`config.mk`:
```
export PLATFORM = sky130hd
export DESIGN_NAME = number_splitter
export DESIGN_NICKNAME = d
export VERILOG_FILES = /design/src/rtl/calc_pkg.sv /design/src/rtl/bin2bcd_step.sv /design/src/rtl/number_splitter.sv
export SDC_FILE = /design/constraint.sdc
export NUM_CORES = 1
export LEC_CHECK = 0
export CORE_MARGIN = 2
export CORE_UTILIZATION = 45
export CTS_CLUSTER_SIZE = 12
export DETAILED_ROUTE_END_ITERATION = 6
export PLACE_DENSITY = 0.66
export REMOVE_ABC_BUFFERS = 1
export SYNTH_ARGS = -nofsm -noshare
export SYNTH_HDL_FRONTEND = slang
export SYNTH_SLANG_ARGS = --single-unit
```
`constraint.sdc`:
```
create_clock -name clk -period 2 [get_ports clk]
set_input_delay 0.4 -clock clk [delete_from_list [all_inputs] [get_ports clk]]
set_output_delay 0.4 -clock clk [all_outputs]
set_load 0.02 [all_outputs]
```
`src/rtl/calc_pkg.sv`:
```
// Shared calculator definitions: token codes, splitter FSM states and default sizes.
package calc_pkg;

  localparam logic [3:0] TOK_ADD = 4'hA;
  localparam logic [3:0] TOK_SUB = 4'hB;
  localparam logic [3:0] TOK_MUL = 4'hC;
  localparam logic [3:0] TOK_DIV = 4'hD;
  localparam logic [3:0] TOK_EQ  = 4'hE;
  localparam logic [3:0] TOK_CLR = 4'hF;

  localparam int unsigned SPLIT_WIDTH  = 32;
  localparam int unsigned SPLIT_DIGITS = 10;

  typedef enum logic [1:0] {
    IDLE    = 2'd0,
    CONVERT = 2'd1,
    SIGN    = 2'd2,
    EMIT    = 2'd3
  } split_state_e;

endpackage

```
`src/rtl/bin2bcd_step.sv`:
```
// One double-dabble step: per-nibble +3 adjust (no inter-nibble carry), then shift {bcd, bin} left by one.
module bin2bcd_step #(
  parameter int unsigned WIDTH  = 32,
  parameter int unsigned DIGITS = 10
) (
  input  logic [4*DIGITS-1:0] bcd_i,
  input  logic [WIDTH-1:0]    bin_i,
  output logic [4*DIGITS-1:0] bcd_c,
  output logic [WIDTH-1:0]    bin_c
);

  logic [4*DIGITS-1:0] adj_c;

  always_comb begin
    adj_c = bcd_i;
    for (int unsigned i = 0; i < DIGITS; i++) begin
      if (bcd_i[4*i +: 4] >= 4'd5) adj_c[4*i +: 4] = bcd_i[4*i +: 4] + 4'd3;
    end
    bcd_c = {adj_c[4*DIGITS-2:0], bin_i[WIDTH-1]};
    bin_c = {bin_i[WIDTH-2:0], 1'b0};
  end

endmodule

```
`src/rtl/number_splitter.sv`:
```
// Binary result to MSD-first decimal token stream with leading-zero suppression.
// Define DIGIT_SIGN_EN to treat Number as two's complement and prefix negatives with TOK_SUB.
module number_splitter
  import calc_pkg::*;
#(
  parameter int unsigned WIDTH  = SPLIT_WIDTH,
  parameter int unsigned DIGITS = SPLIT_DIGITS
) (
  input  logic             clk,
  input  logic             reset,
  input  logic [WIDTH-1:0] Number,
  input  logic             load,
  output logic             splitter_ready,
  output logic [3:0]       Token,
  output logic             token_strobe,
  input  logic             token_ready,
  output logic             last
);

  localparam int unsigned BCDW = 4 * DIGITS;
  localparam int unsigned CW   = $clog2(WIDTH + 1);
  localparam int unsigned IW   = (DIGITS > 1) ? $clog2(DIGITS) : 1;

  split_state_e     state_q, state_d;
  logic [WIDTH-1:0] bin_q, bin_d;
  logic [BCDW-1:0]  bcd_q, bcd_d;
  logic [CW-1:0]    cnt_q, cnt_d;
  logic [IW-1:0]    idx_q, idx_d;
  logic [3:0]       token_q, token_d;
  logic             strobe_q, strobe_d;
  logic             last_q, last_d;
  logic             ready_q, ready_d;
`ifdef DIGIT_SIGN_EN
  logic             neg_q, neg_d;
`endif

  logic [BCDW-1:0]  bcd_step_c;
  logic [WIDTH-1:0] bin_step_c;
  logic [WIDTH-1:0] mag_c;
  logic [IW-1:0]    msd_idx_c, idx_prev_c;
  logic [3:0]       msd_nib_c, prev_nib_c;
  logic             xfer_c;

  assign splitter_ready = ready_q;
  assign Token          = token_q;
  assign token_strobe   = strobe_q;
  assign last           = last_q;
  assign xfer_c         = strobe_q && token_ready;
  assign idx_prev_c     = idx_q - IW'(1);

`ifdef DIGIT_SIGN_EN
  assign mag_c = Number[WIDTH-1] ? (~Number + WIDTH'(1)) : Number;
`else
  assign mag_c = Number;
`endif

  bin2bcd_step #(.WIDTH(WIDTH), .DIGITS(DIGITS)) u_step (
    .bcd_i (bcd_q),
    .bin_i (bin_q),
    .bcd_c (bcd_step_c),
    .bin_c (bin_step_c)
  );

  // Most significant nonzero nibble (0 for a zero value) and the nibble below the current index.
  always_comb begin
    msd_idx_c  = '0;
    msd_nib_c  = '0;
    prev_nib_c = '0;
    for (int unsigned i = 0; i < DIGITS; i++) begin
      if (bcd_q[4*i +: 4] != 4'd0) begin
        msd_idx_c = IW'(i);
        msd_nib_c = bcd_q[4*i +: 4];
      end
      if (IW'(i) == idx_prev_c) prev_nib_c = bcd_q[4*i +: 4];
    end
  end

  always_ff @(posedge clk) begin
    if (reset) begin
      state_q  <= IDLE;
      bin_q    <= '0;
      bcd_q    <= '0;
      cnt_q    <= '0;
      idx_q    <= '0;
      token_q  <= '0;
      strobe_q <= 1'b0;
      last_q   <= 1'b0;
      ready_q  <= 1'b1;
`ifdef DIGIT_SIGN_EN
      neg_q    <= 1'b0;
`endif
    end else begin
      state_q  <= state_d;
      bin_q    <= bin_d;
      bcd_q    <= bcd_d;
      cnt_q    <= cnt_d;
      idx_q    <= idx_d;
      token_q  <= token_d;
      strobe_q <= strobe_d;
      last_q   <= last_d;
      ready_q  <= ready_d;
`ifdef DIGIT_SIGN_EN
      neg_q    <= neg_d;
`endif
    end
  end

  always_comb begin
    state_d = state_q;
    case (state_q)
      IDLE:    if (load) state_d = CONVERT;
      CONVERT: begin
        if (cnt_q == CW'(1)) begin
`ifdef DIGIT_SIGN_EN
          state_d = neg_q ? SIGN : EMIT;
`else
          state_d = EMIT;
`endif
        end
      end
`ifdef DIGIT_SIGN_EN
      SIGN:    if (xfer_c) state_d = EMIT;
`endif
      EMIT:    if (xfer_c && last_q) state_d = IDLE;
      default: state_d = IDLE;
    endcase
  end

  // Datapath and registered outputs; an unstrobed SIGN/EMIT cycle is the entry cycle.
  always_comb begin
    bin_d    = bin_q;
    bcd_d    = bcd_q;
    cnt_d    = cnt_q;
    idx_d    = idx_q;
    token_d  = token_q;
    strobe_d = strobe_q;
    last_d   = last_q;
    ready_d  = ready_q;
`ifdef DIGIT_SIGN_EN
    neg_d    = neg_q;
`endif
    case (state_q)
      IDLE: begin
        ready_d = 1'b1;
        if (load) begin
          bin_d   = mag_c;
          bcd_d   = '0;
          cnt_d   = CW'(WIDTH);
          ready_d = 1'b0;
`ifdef DIGIT_SIGN_EN
          neg_d   = Number[WIDTH-1];
`endif
        end
      end
      CONVERT: begin
        bcd_d = bcd_step_c;
        bin_d = bin_step_c;
        cnt_d = cnt_q - CW'(1);
      end
`ifdef DIGIT_SIGN_EN
      SIGN: begin
        if (!strobe_q) begin
          token_d  = TOK_SUB;
          strobe_d = 1'b1;
          last_d   = 1'b0;
        end else if (token_ready) begin
          idx_d   = msd_idx_c;
          token_d = msd_nib_c;
          last_d  = (msd_idx_c == '0);
        end
      end
`endif
      EMIT: begin
        if (!strobe_q) begin
          idx_d    = msd_idx_c;
          token_d  = msd_nib_c;
          strobe_d = 1'b1;
          last_d   = (msd_idx_c == '0);
        end else if (token_ready) begin
          if (last_q) begin
            token_d  = '0;
            strobe_d = 1'b0;
            last_d   = 1'b0;
            ready_d  = 1'b1;
          end else begin
            idx_d   = idx_prev_c;
            token_d = prev_nib_c;
            last_d  = (idx_prev_c == '0);
          end
        end
      end
      default: ;
    endcase
  end

endmodule
```
; Word-level counts from Yosys, hierarchy flattened
; Cells that the tools add are included.
[totals]
ff_bits = 91
input_bits = 36
output_inout_bits = 7
word_cells = 139
[classes]
addsub = 12
n_lt_le_gt_ge = 10
eq_ne = 20
mux = 66
reduce_logical = 22
[ops]
columns = cell, n
row1 = 4-bit 2-to-1 mux, 43
row2 = 40-bit one-hot mux with 2 select lines, 1
row3 = 32-bit one-hot mux with 2 select lines, 1
row4 = 4-bit by 3-bit >= comparator with 1-bit output (second input constant), 10
row5 = 40-bit 2-to-1 mux, 1
row6 = 4-bit nonzero test, 10
row7 = 4-bit by 2-bit adder with 4-bit output (second input constant), 9
row8 = 32-bit 2-to-1 mux, 1
row9 = 3-bit by 4-bit == test with 1-bit output (first input constant), 4
row10 = 2-bit != test (second input constant), 8
row11 = 6-bit one-hot mux with 2 select lines, 1
row12 = 1-bit 2-to-1 mux, 11
row13 = 2-bit by 4-bit == test with 1-bit output (first input constant), 2
row14 = 4-bit == test (first input constant), 2
row15 = 4-bit zero test, 2
row16 = 6-bit by 1-bit == test with 1-bit output (second input constant), 1
row17 = 2-bit 2-to-1 mux, 3
row18 = 6-bit 2-to-1 mux, 1
row19 = 2-bit one-hot mux with 3 select lines, 1
row20 = 3-bit AND reduction, 2
row21 = 6-bit by 1-bit subtractor with 6-bit output (second input constant), 1
row22 = 1-bit by 4-bit == test with 1-bit output (first input constant), 1
row23 = 2-bit AND reduction, 2
row24 = 4-bit AND reduction, 1
row25 = other kinds (9), 11

; Longest topological paths before layout
; Gate-level depths: netlist of run 1.
[logic_depth]
word_depth = 15
ltp_mapped = 10
ltp_nobuf = 8

; Cells and area by module
; Synthesis of run 1 repeated with hierarchy kept, for this count alone.
[unflattened]
cells_unflattened = 777
area_unflattened_um2 = 6124.6
[by_module_without_submodules]
columns = module, instances, cells_each, area_per_inst_um2, seq_area_each_um2
row1 = number_splitter, 1, 587, 4879.7, 1821.7
row2 = bin2bcd_step, 1, 190, 1244.9, 0.0

; Worst setup path before layout of run 1
; OpenSTA, ideal clock, no wires.
[synth_path]
path_kind = register to register
start = reg idx_q[0]
end = reg token_q[0], in the netlist Token[0]
setup_ps = 96
arrival_time_ps = 2097
t_required_ps = 1904
slack_ps = -193
stages_incl_launch_ff = 9
path_buffers = 1
period_less_slack_ps = 2193
path_cell_list = dfxtp_1 -> inv_1 -> ha_1 -> buf_2 -> nor4_4 -> a31oi_1 -> a2111oi_2 -> a211oi_1 -> o41ai_2
[synth_via]
elab_chain_cells = 15
word_cells_on_any_way = 24
cone_classes = add/sub (1) / eq/ne (9) / mux (13) / reduce/logical (1)
[synth_lines]
columns = element, line_no
row1 = from (decl), number_splitter.sv:28  ; logic [IW-1:0] idx_q, idx_d;
row2 = from (signal assigned), number_splitter.sv:97  ; idx_q <= idx_d;
row3 = 4-bit by 1-bit subtractor with 4-bit output (*), number_splitter.sv:49  ; assign idx_prev_c = idx_q - IW'(1);
row4 = 4-bit zero test, number_splitter.sv:74  ; if (IW'(i) == idx_prev_c) prev_nib_c = bcd_q[4*i +: 4];
row5 = 4-bit 2-to-1 mux (9 in a row), number_splitter.sv:74
row6 = 4-bit 2-to-1 mux (*), number_splitter.sv:74
row7 = 4-bit 2-to-1 mux (*), number_splitter.sv:180  ; if (last_q) begin
row8 = 4-bit 2-to-1 mux (*), number_splitter.sv:179  ; end else if (token_ready) begin
row9 = 4-bit 2-to-1 mux (*), number_splitter.sv:174  ; if (!strobe_q) begin
row10 = to (signal assigned), number_splitter.sv:98  ; token_q <= token_d;
row11 = to (decl), number_splitter.sv:29  ; logic [3:0] token_q, token_d;
; Every way passes the cells marked *; elsewhere a longest branch is shown, timed or not. The select of a mux whose other input is x is not followed.
; A chain may end at the register's enable or synchronous reset.

; Worst setup path in the final report of run 1
[layout_path]
start = reg bcd_q[8]
end = reg token_q[0], in the netlist Token[0]
[layout_via]
elab_chain_cells = 11
word_cells_on_any_way = 20
cone_classes = mux (19) / reduce/logical (1)
[layout_lines]
columns = element, line_no
row1 = from (decl), number_splitter.sv:26  ; logic [BCDW-1:0] bcd_q, bcd_d;
row2 = from (signal assigned), number_splitter.sv:82  ; bcd_q <= '0;
row3 = from (signal assigned), number_splitter.sv:95  ; bcd_q <= bcd_d;
row4 = 4-bit 2-to-1 mux (8 in a row), number_splitter.sv:74
row5 = 4-bit 2-to-1 mux, number_splitter.sv:180
row6 = 4-bit 2-to-1 mux, number_splitter.sv:179
row7 = 4-bit 2-to-1 mux (*), number_splitter.sv:174
; Marks and branches as above.

==> results.txt, run 1 <==
* Status: finished clean
- TritonCTS built the clock tree.
* Fraction of registers with async set/reset: 0
* Wire length of the first global-routing pass: 27.4 mm
* TritonRoute pass-1 iters: 5
* Post-synth top area cell: dfxtp_1
- Top cell type's share of synthesized area: 0.316
- Rows: 41
- For the pin with the worst max-slew slack, the measured transition is 0.515 ns.
- Using the TritonRoute via totals, the vias-per-cell ratio works out to around 5.8.
- Number of buffers created by CTS: 9
* Layout fillers: 1131
* Switching part of the total power: 0.269
* Clock latency on the worst-skew pair: around 0.35 ns
- Largest net degree at the start of global routing: 58
- Hpwl dp: 11.9 mm
- GRT Residual Overflow: 0
- Each instance of the synthesized netlist takes up on average 7.42 um2.
- Die Y-Extent: 117 um
- STA classifies the critical path endpoint as a flip-flop.
* Post-route cell area: 7670 um2
* Via count of the first global-routing pass: 5578
- Distinct cell type count of the synthesized netlist: 61
- The final layout contains around 950 nets.
* Initial Utilization: 0.459
- After floorplanning, the core was sized to cover 12600 um2.
- The H-tree generated during clock tree synthesis spans 3 levels.
- Post-CTS Hold Fix Bufs: 0
- Synthesis-stage register bit count: 91
- Crit path from: bcd_q[8]
- Number of design rule violations left after detail routing: 0
- At the end of routability-driven placement, the weighted congestion stood at 0.951.
* Cell-internal power: ~3.2 mW
* CP Data Required Time: 2.26 ns
- Of the total power, registers draw 0.453.
* Post-layout power: 4.34 mW
- Area grow syn2layout: 33.1%
- The detailed router finished its first iteration with around 470 violations.
* Fraction of final layout cells with drive strength greater than 1: 0.211
- Max Freq: 501 MHz
* Pwr dens: between 500 and 600 nW/um2
- Total Die Area: 13700 um2
- In the post-synthesis netlist, the cell with the most instances is nand2_1.
- Setup violations remaining at the end of the flow were counted as 0.
- DR vias: 6140
* Max-cap check violation count: 0
- Dividing the final minimum period by the clock period gives 0.998.
* Finished Core Util: 0.610
- The worst setup path is launched from a flip-flop.
* Placed Instance Area: 6990 um2
- Number of inserted diodes: 0
* Final Hold Violating Endpoints: 0
* Clock power frac: 0.416
- Critical path peak fanout: 5
* Worst slew margin relative to its limit: 0.655
* Total clock sinks: 91
- Cell area after technology mapping: 5770 um2
- Combinational cell fraction of total power: 0.131
- DRT Wirelength: 17.0 mm
- Clock root cell: clkbuf_16
- Ranking of synthesized cells by instance count: 118 x nand2_1, 104 x nor2_1, 91 x dfxtp_1
* Count of flip-flops with a built-in enable after synthesis: 0
- Synthesis handed over a netlist of 777 instances.
- Most frequently used flop master after synthesis: dfxtp_1
- Max-slew violation total from the final report: 0
- For the finished layout, the period the worst path requires is around 2.0 ns.
- In this run the critical register-to-register path is launched from bcd_q[8].
* Number of buffers on the longest clock path: 2
- After routing, the total negative slack on setup checks comes to 0 ns.
* Most area-consuming cells after synthesis: dfxtp_1 32%, nand2_1 7.7%, nor2_1 6.8%
- Data arrival at the endpoint of the critical path: between 2 and 2.5 ns
* Setup repair after global routing missed its margin: true
- Clock edge transition at the registers on the reported setup and hold paths: 0.07 ns
* Antenna violations before repair: 0
- Dividing the detail-routed wire length by the instance count gives 16.0 um.
* Leakage power summed over all cells: about 3.0 nW
- The tightest min-delay check is of the flip-flop to flip-flop type.
- Pin placement for this block handled 43 I/O pins.
- By startpoint and endpoint, the worst setup path is classified as flip-flop to flip-flop.
- Sequential area share after synthesis: 0.316
* Final setup skew: 0.00338 ns
- Across the VDD grid, the largest voltage drop is 0.747 mV.
- From left edge to right edge, the die measures about 120 um.
- For this design the total switching power over the nets is 1.17 mW.
* IO Port Bufs: 42
- During synthesis, Yosys emitted a total of 0 warnings.
* Hold Path Origin: bin_q[30]
- Number of nets with antenna violations after detailed routing: 0
- Total Routing Usage GR: 0.251
## layer usage
metal  global-route usage  share of wire  vias up
met1                0.337           0.45     2908
met4               0.0706          0.016        0
met3               0.0505          0.059       25
met2                0.411           0.47      190
li1                     -              -     3017
met5                    0              0        -
## what timing repair did
| action | CTS | global route |
|---|---|---|
| endpoints found under the setup margin | 4 | 8 |
| buffers inserted | 1 | 13 |
| resized for setup | 19 | 50 |
| pin swaps | 4 | 14 |
## power by group through the flow
| stage | Sequential, mW | Combinational (mW) | Clock (mW) |
|---|---|---|---|
| 2_1_floorplan | 2.00 | 0.296 | 0 |
| 3_3_place_gp | 2.00 | 0.537 | 0 |
| 3_5_place_dp | 2.01 | 0.555 | 0 |
| 4_1_cts | 1.96 | 0.563 | 1.84 |
| 5_1_grt | 1.98 | 0.631 | 1.91 |
| 6_report | 1.97 | 0.568 | 1.80 |
## cell families (layout without fill, tap and decap cells)
family | after synthesis | in the layout | share of synthesized area
simple gates | 308 | 308 | 0.248
buf+inv | 91 | 203 | 0.0605
flops | 91 | 91 | 0.316
mux | 2 | 2 | 0.00369
fa+ha+maj | 27 | 27 | 0.0586
compound gates | 248 | 248 | 0.298
xor+xnor | 10 | 10 | 0.0152
## per-stage QoR
step | setup slack (ns) | instances | hold WS [ns]
2_1_floorplan | -1.50 | 719 | 0.443
3_3_place_gp | -0.135 | 1033 | 0.460
3_5_place_dp | -0.208 | 1033 | 0.466
4_1_cts | -0.0107 | 1049 | 0.469
5_1_grt | -0.0449 | 1061 | 0.491
6_report | 0.00432 | 1061 | 0.475
## registers in the layout (all words and copies together), names as in the netlist
name            flops
bcd_q              40
bin_q              32
cnt_q               6
Token               4
idx_q               4
state_q             2
last                1
splitter_ready      1
token_strobe        1
## layout by cell type, fill, tap and decap left out, types with 10 or more instances in the layout
master | netlist | routed
a21oi_1 | 45 | 43
a311oi_1 | 36 | 36
a31oi_1 | 12 | 11
inv_1 | 33 | 29
a32oi_1 | 12 | 12
xnor2_1 | 10 | 10
nand2b_1 | 28 | 27
nor2_1 | 104 | 100
a22oi_1 | 34 | 33
nand2_1 | 118 | 117
clkdlybuf4s50_1 | 0 | 40
o21ai_0 | 50 | 45
nand3_1 | 10 | 10
dfxtp_1 | 91 | 87
ha_1 | 27 | 19
buf_4 | 0 | 103
o31ai_1 | 15 | 12
## area by class of cell
| class | count | area, um2 | area share |
|---|---|---|---|
| Tap cell | 172 | 215 | 0.0280 |
| Clock inverter | 6 | 71.3 | 0.00930 |
| Multi-Input combinational cell | 595 | 3860 | 0.503 |
| Timing Repair Buffer | 154 | 1330 | 0.174 |
| Sequential cell | 91 | 1830 | 0.238 |
| Clock buffer | 10 | 239 | 0.0311 |
| Inverter | 33 | 126 | 0.0165 |
## path summary, 6_finish.rpt
check / end / slack [ns] / cells past startpoint
worst max-delay path: Token[0] / 0.004 / 9
worst min-delay path: bin_q[31] / 0.47 / 2
worst max register to register: Token[0] / 0.004 / 9
worst min register to register: bin_q[31] / 0.47 / 2
## worst max-delay path: stages, from the launching register on
cell and delay, ns:
dfxtp_1 0.32, inv_2 0.08, ha_4 0.13, buf_4 0.12
nor3b_4 0.25, nand3_1 0.13, a21o_1 0.18, a311o_1 0.37
a41o_1 0.26, o41ai_2 0.05
Power figures use the tool's default switching activity.
==> run 2: changes to the inputs <==
- CAP_MARGIN: default -> 0
==> results of run 2 <==
The final DEF is identical to that of run 1; final timing and power are the same.
==> run 3: changes to the inputs <==
- CORE_UTILIZATION: 45 -> 50
- PLACE_DENSITY: 0.66 -> 0.73
==> run 3 against run 2 <==
The flow now finishes with violations (negative setup slack). Worst setup slack lost 0.011 ns. Largest power group unchanged. Total power decreased by 0.98%. Clock power hardly changed. Routed wire length fell by 3.2%. Largest cell class unchanged. Utilization grew 4.9 points. Global-route usage up 0.82 points. Critical path depth stayed put. Hold slack worse by 0.026 ns.
==> results.txt, run 3 (synthesis results as in run 1) <==
- The cell leakage power came to 2.87 nW (-3.2%).
- Ratio of routed vias to standard cells: 6.01 (+3.9%)
* Data arrival at the endpoint of the critical path: 2.27 ns (+0.02 ns)
* Number of design rule violations left after detail routing: 0 (unchanged)
- Buffers & Inverters on Critical Path: 3 (+1)
- Setup repair after global routing missed its margin: true
- The wire length per cell is 16.1 um (+0.56%).
- Sequential cell fraction of total power: 0.458 (+0.005)
- The area occupied by registers was 1830 um2 (+0.14%).
* Iteration-0 DRC count of the detailed router: 463 (-2.1%)
- The final-stage net count is 937 (-1.1%).
- The die height came to 111 um (-5.0%).
- The count of filler cells inserted in the layout was 963 (-15%).
* Number of buffers on the longest clock path: 2 (unchanged)
* Rows: 39 (-4.9%)
- Slew at the pin with the worst max-slew slack: 0.465 ns (-0.0509 ns)
* Setup-violating endpoint count in the final report: 2 (+2)
* Hold Path Origin: reset
* Placed Instance Area: 6910 um2 (-1.1%)
- Switching part of the total power: 0.270 (+0.00138)
- TritonRoute pass-1 iters: 5 (unchanged)
- Total Die Area: 12400 um2 (-9.7%)
- Fin cells: 1021 (-3.8%)
- The maximum VDD drop was 0.429 mV (-43%).
- The period utilization was 1.00 (+0.00575).
- Combinational cell fraction of total power: 0.131 (about the same)
- Number of inserted diodes: 0 (unchanged)
- The post-route antenna net violation count was 0 (unchanged).
- The run finished, with violations left.
- Setup WS post-layout: -0.00718 ns (-0.0115 ns)
- The total number of clock tree sinks was 91 (unchanged).
* Fraction of final layout cells with drive strength greater than 1: 0.192 (-0.0190)
- Max H-tree Level: 3 (unchanged)
- Clock tree from TritonCTS: built
* Initial Utilization: 0.509 (+0.0505)
- The via count of the first global-routing pass came to 5572 (-0.11%).
- The top-level port count was 43 (unchanged).
* Clock edge transition at the registers on the reported setup and hold paths: 0.07 ns (about the same)
- Cell-by-cell listing of the critical path: inv_6, ha_4, buf_12, nor4_4, buf_4, o211ai_1, a31oi_1, o221ai_1, a311oi_1
- Hpwl dp: 11.5 mm (-3.1%)
* Multi-input gate area: 3770 um2 (-2.3%)
- The worst slack at placement is -0.201 ns (+0.00702 ns).
- The number of cells after detailed placement is 999 (-3.3%).
- In this run the worst setup path begins at idx_q[1].
- IO Port Bufs: 42 (unchanged)
* Clock root cell: clkbuf_16
- The cell internal power dissipation was 3.13 mW (-1.2%).
- Largest net degree at the start of global routing: 60 (+3.4%)
* CP Data Required Time: 2.26 ns (about the same)
- Max-cap check violation count: 0 (unchanged)
- The number of vias after detailed routing came to 6137 (-0.049%).
- Register with the most flip-flops: bcd_q
- Wire length of the first global-routing pass: 26.7 mm (-2.2%)
- Antenna violations before repair: 0 (unchanged)
- The fmax is 498 MHz (-0.57%).
- The total length of routed wires is 16.4 mm (-3.2%).
- The worst relative slew slack is 0.689 (+0.0340).
- Leaving out fill and tap cells, the most frequent cell in the layout is nand2_1.
* Worst Hold Class: input port to flip-flop
- In the layout the commonest cells are 118 x nand2_1, 101 x nor2_1, 92 x buf_4.
- The final standard cell area without fillers was 7470 um2 (-2.6%).
- Pwr dens: 575 nW/um2 (+1.7%)
- The clock network fraction of total power was 0.411 (-0.005).
- Kind of capture point of the worst setup path: flip-flop
- Biggest cell delay along the critical path: 0.38 ns (about the same)
- In this design, the largest share of critical-path delay is due to compound AO/OA/AOI/OAI gates.
- Critical path peak fanout: 5 (unchanged)
- In the final layout, the registers with the most flip-flops are bcd_q x40, bin_q x32, cnt_q x6.
* Final Hold Violating Endpoints: 0 (unchanged)
- The area of the core is 11300 um2 (-9.9%).
* Sum of negative setup slack: -0.00721 ns (-0.00721 ns)
- Minimum clock period after layout: 2.01 ns (+0.0115 ns)
- The final weighted congestion in routability-driven placement is 1.02 (+7.1%).
- The number of buffers created by CTS was 9 (unchanged).
- The startpoint identified for the worst register-to-register timing path is idx_q[1].
- Post-layout power: 4.29 mW (-0.98%)
- Startpoint Class: flip-flop
* Failing checks: negative setup slack
- Clock latency on the worst-skew pair: 0.36 ns (about the same)
* Psw: 1.16 mW (-0.48%)
- Final setup skew: 0.00886 ns (+0.00548 ns)
- Area grow syn2layout: 29.6%
* Max-slew violation total from the final report: 0 (unchanged)
* Largest register FFs: 40 (unchanged)
- The total routing resource utilization after global routing came to 0.259 (+0.00817).
- Cell with the largest stage delay on the worst path: dfxtp_4
- WS Path Type: flip-flop to flip-flop
- The count of hold-fix buffers inserted at cts was 0 (unchanged).
* GRT Residual Overflow: 0 (unchanged)
- X dimension of the die: 111 um (-5.0%)
## run 3: power by group through the flow
stage	Combinational, mW	Sequential [mW]	Clock, mW
finish	0.561	1.97	1.77
CTS	0.557	1.97	1.79
global placement	0.531	2.00	0
floorplan	0.296	2.00	0
detailed placement	0.551	2.01	0
global route	0.620	1.98	1.85
## run 3: final timing paths
| path | endpoint | slack, ns | cells past startpoint |
|---|---|---|---|
| max reg2reg | Token[2] | -0.007 | 9 |
| min reg2reg | bin_q[28] | 0.48 | 2 |
| max | Token[2] | -0.007 | 9 |
| min | idx_q[2] | 0.45 | 2 |
## run 3: timing repair
item                                    in CTS  in global routing
pin swaps                                    7                 14
gates resized for setup                     14                 39
endpoints found under the setup margin       4                  6
setup buffers                                0                  7
## run 3: metrics by stage
stage	hold WS, ns	utilization
after floorplan	0.443	-
after global placement	0.460	0.611
after detailed placement	0.472	0.611
after CTS	0.431	0.642
after global routing	0.454	0.660
final	0.449	0.660
## run 3: area by class of cell
cell class                 instances  area share
multi-input combinational        595       0.505
clock buffer                       9      0.0301
sequential                        91       0.245
tap                              143      0.0239
timing repair buffer             144       0.169
inverter                          33      0.0173
clock inverter                     6     0.00971
## run 3: metal layers
layer,GRT usage,share of wire,wire length (um)
met5,0,0,0
met4,0.0988,0.022,369
met3,0.0327,0.055,906
met2,0.428,0.48,7830
met1,0.349,0.45,7320
## run 3: worst register-to-register path: cells and delay by family, from the launching register on
| kind | cells | cell delay (ns) |
|---|---|---|
| simple gates | 1 | 0.27 |
| flops | 1 | 0.38 |
| fa+ha+maj | 1 | 0.19 |
| compound gates | 4 | 0.73 |
| buf+inv | 3 | 0.35 |
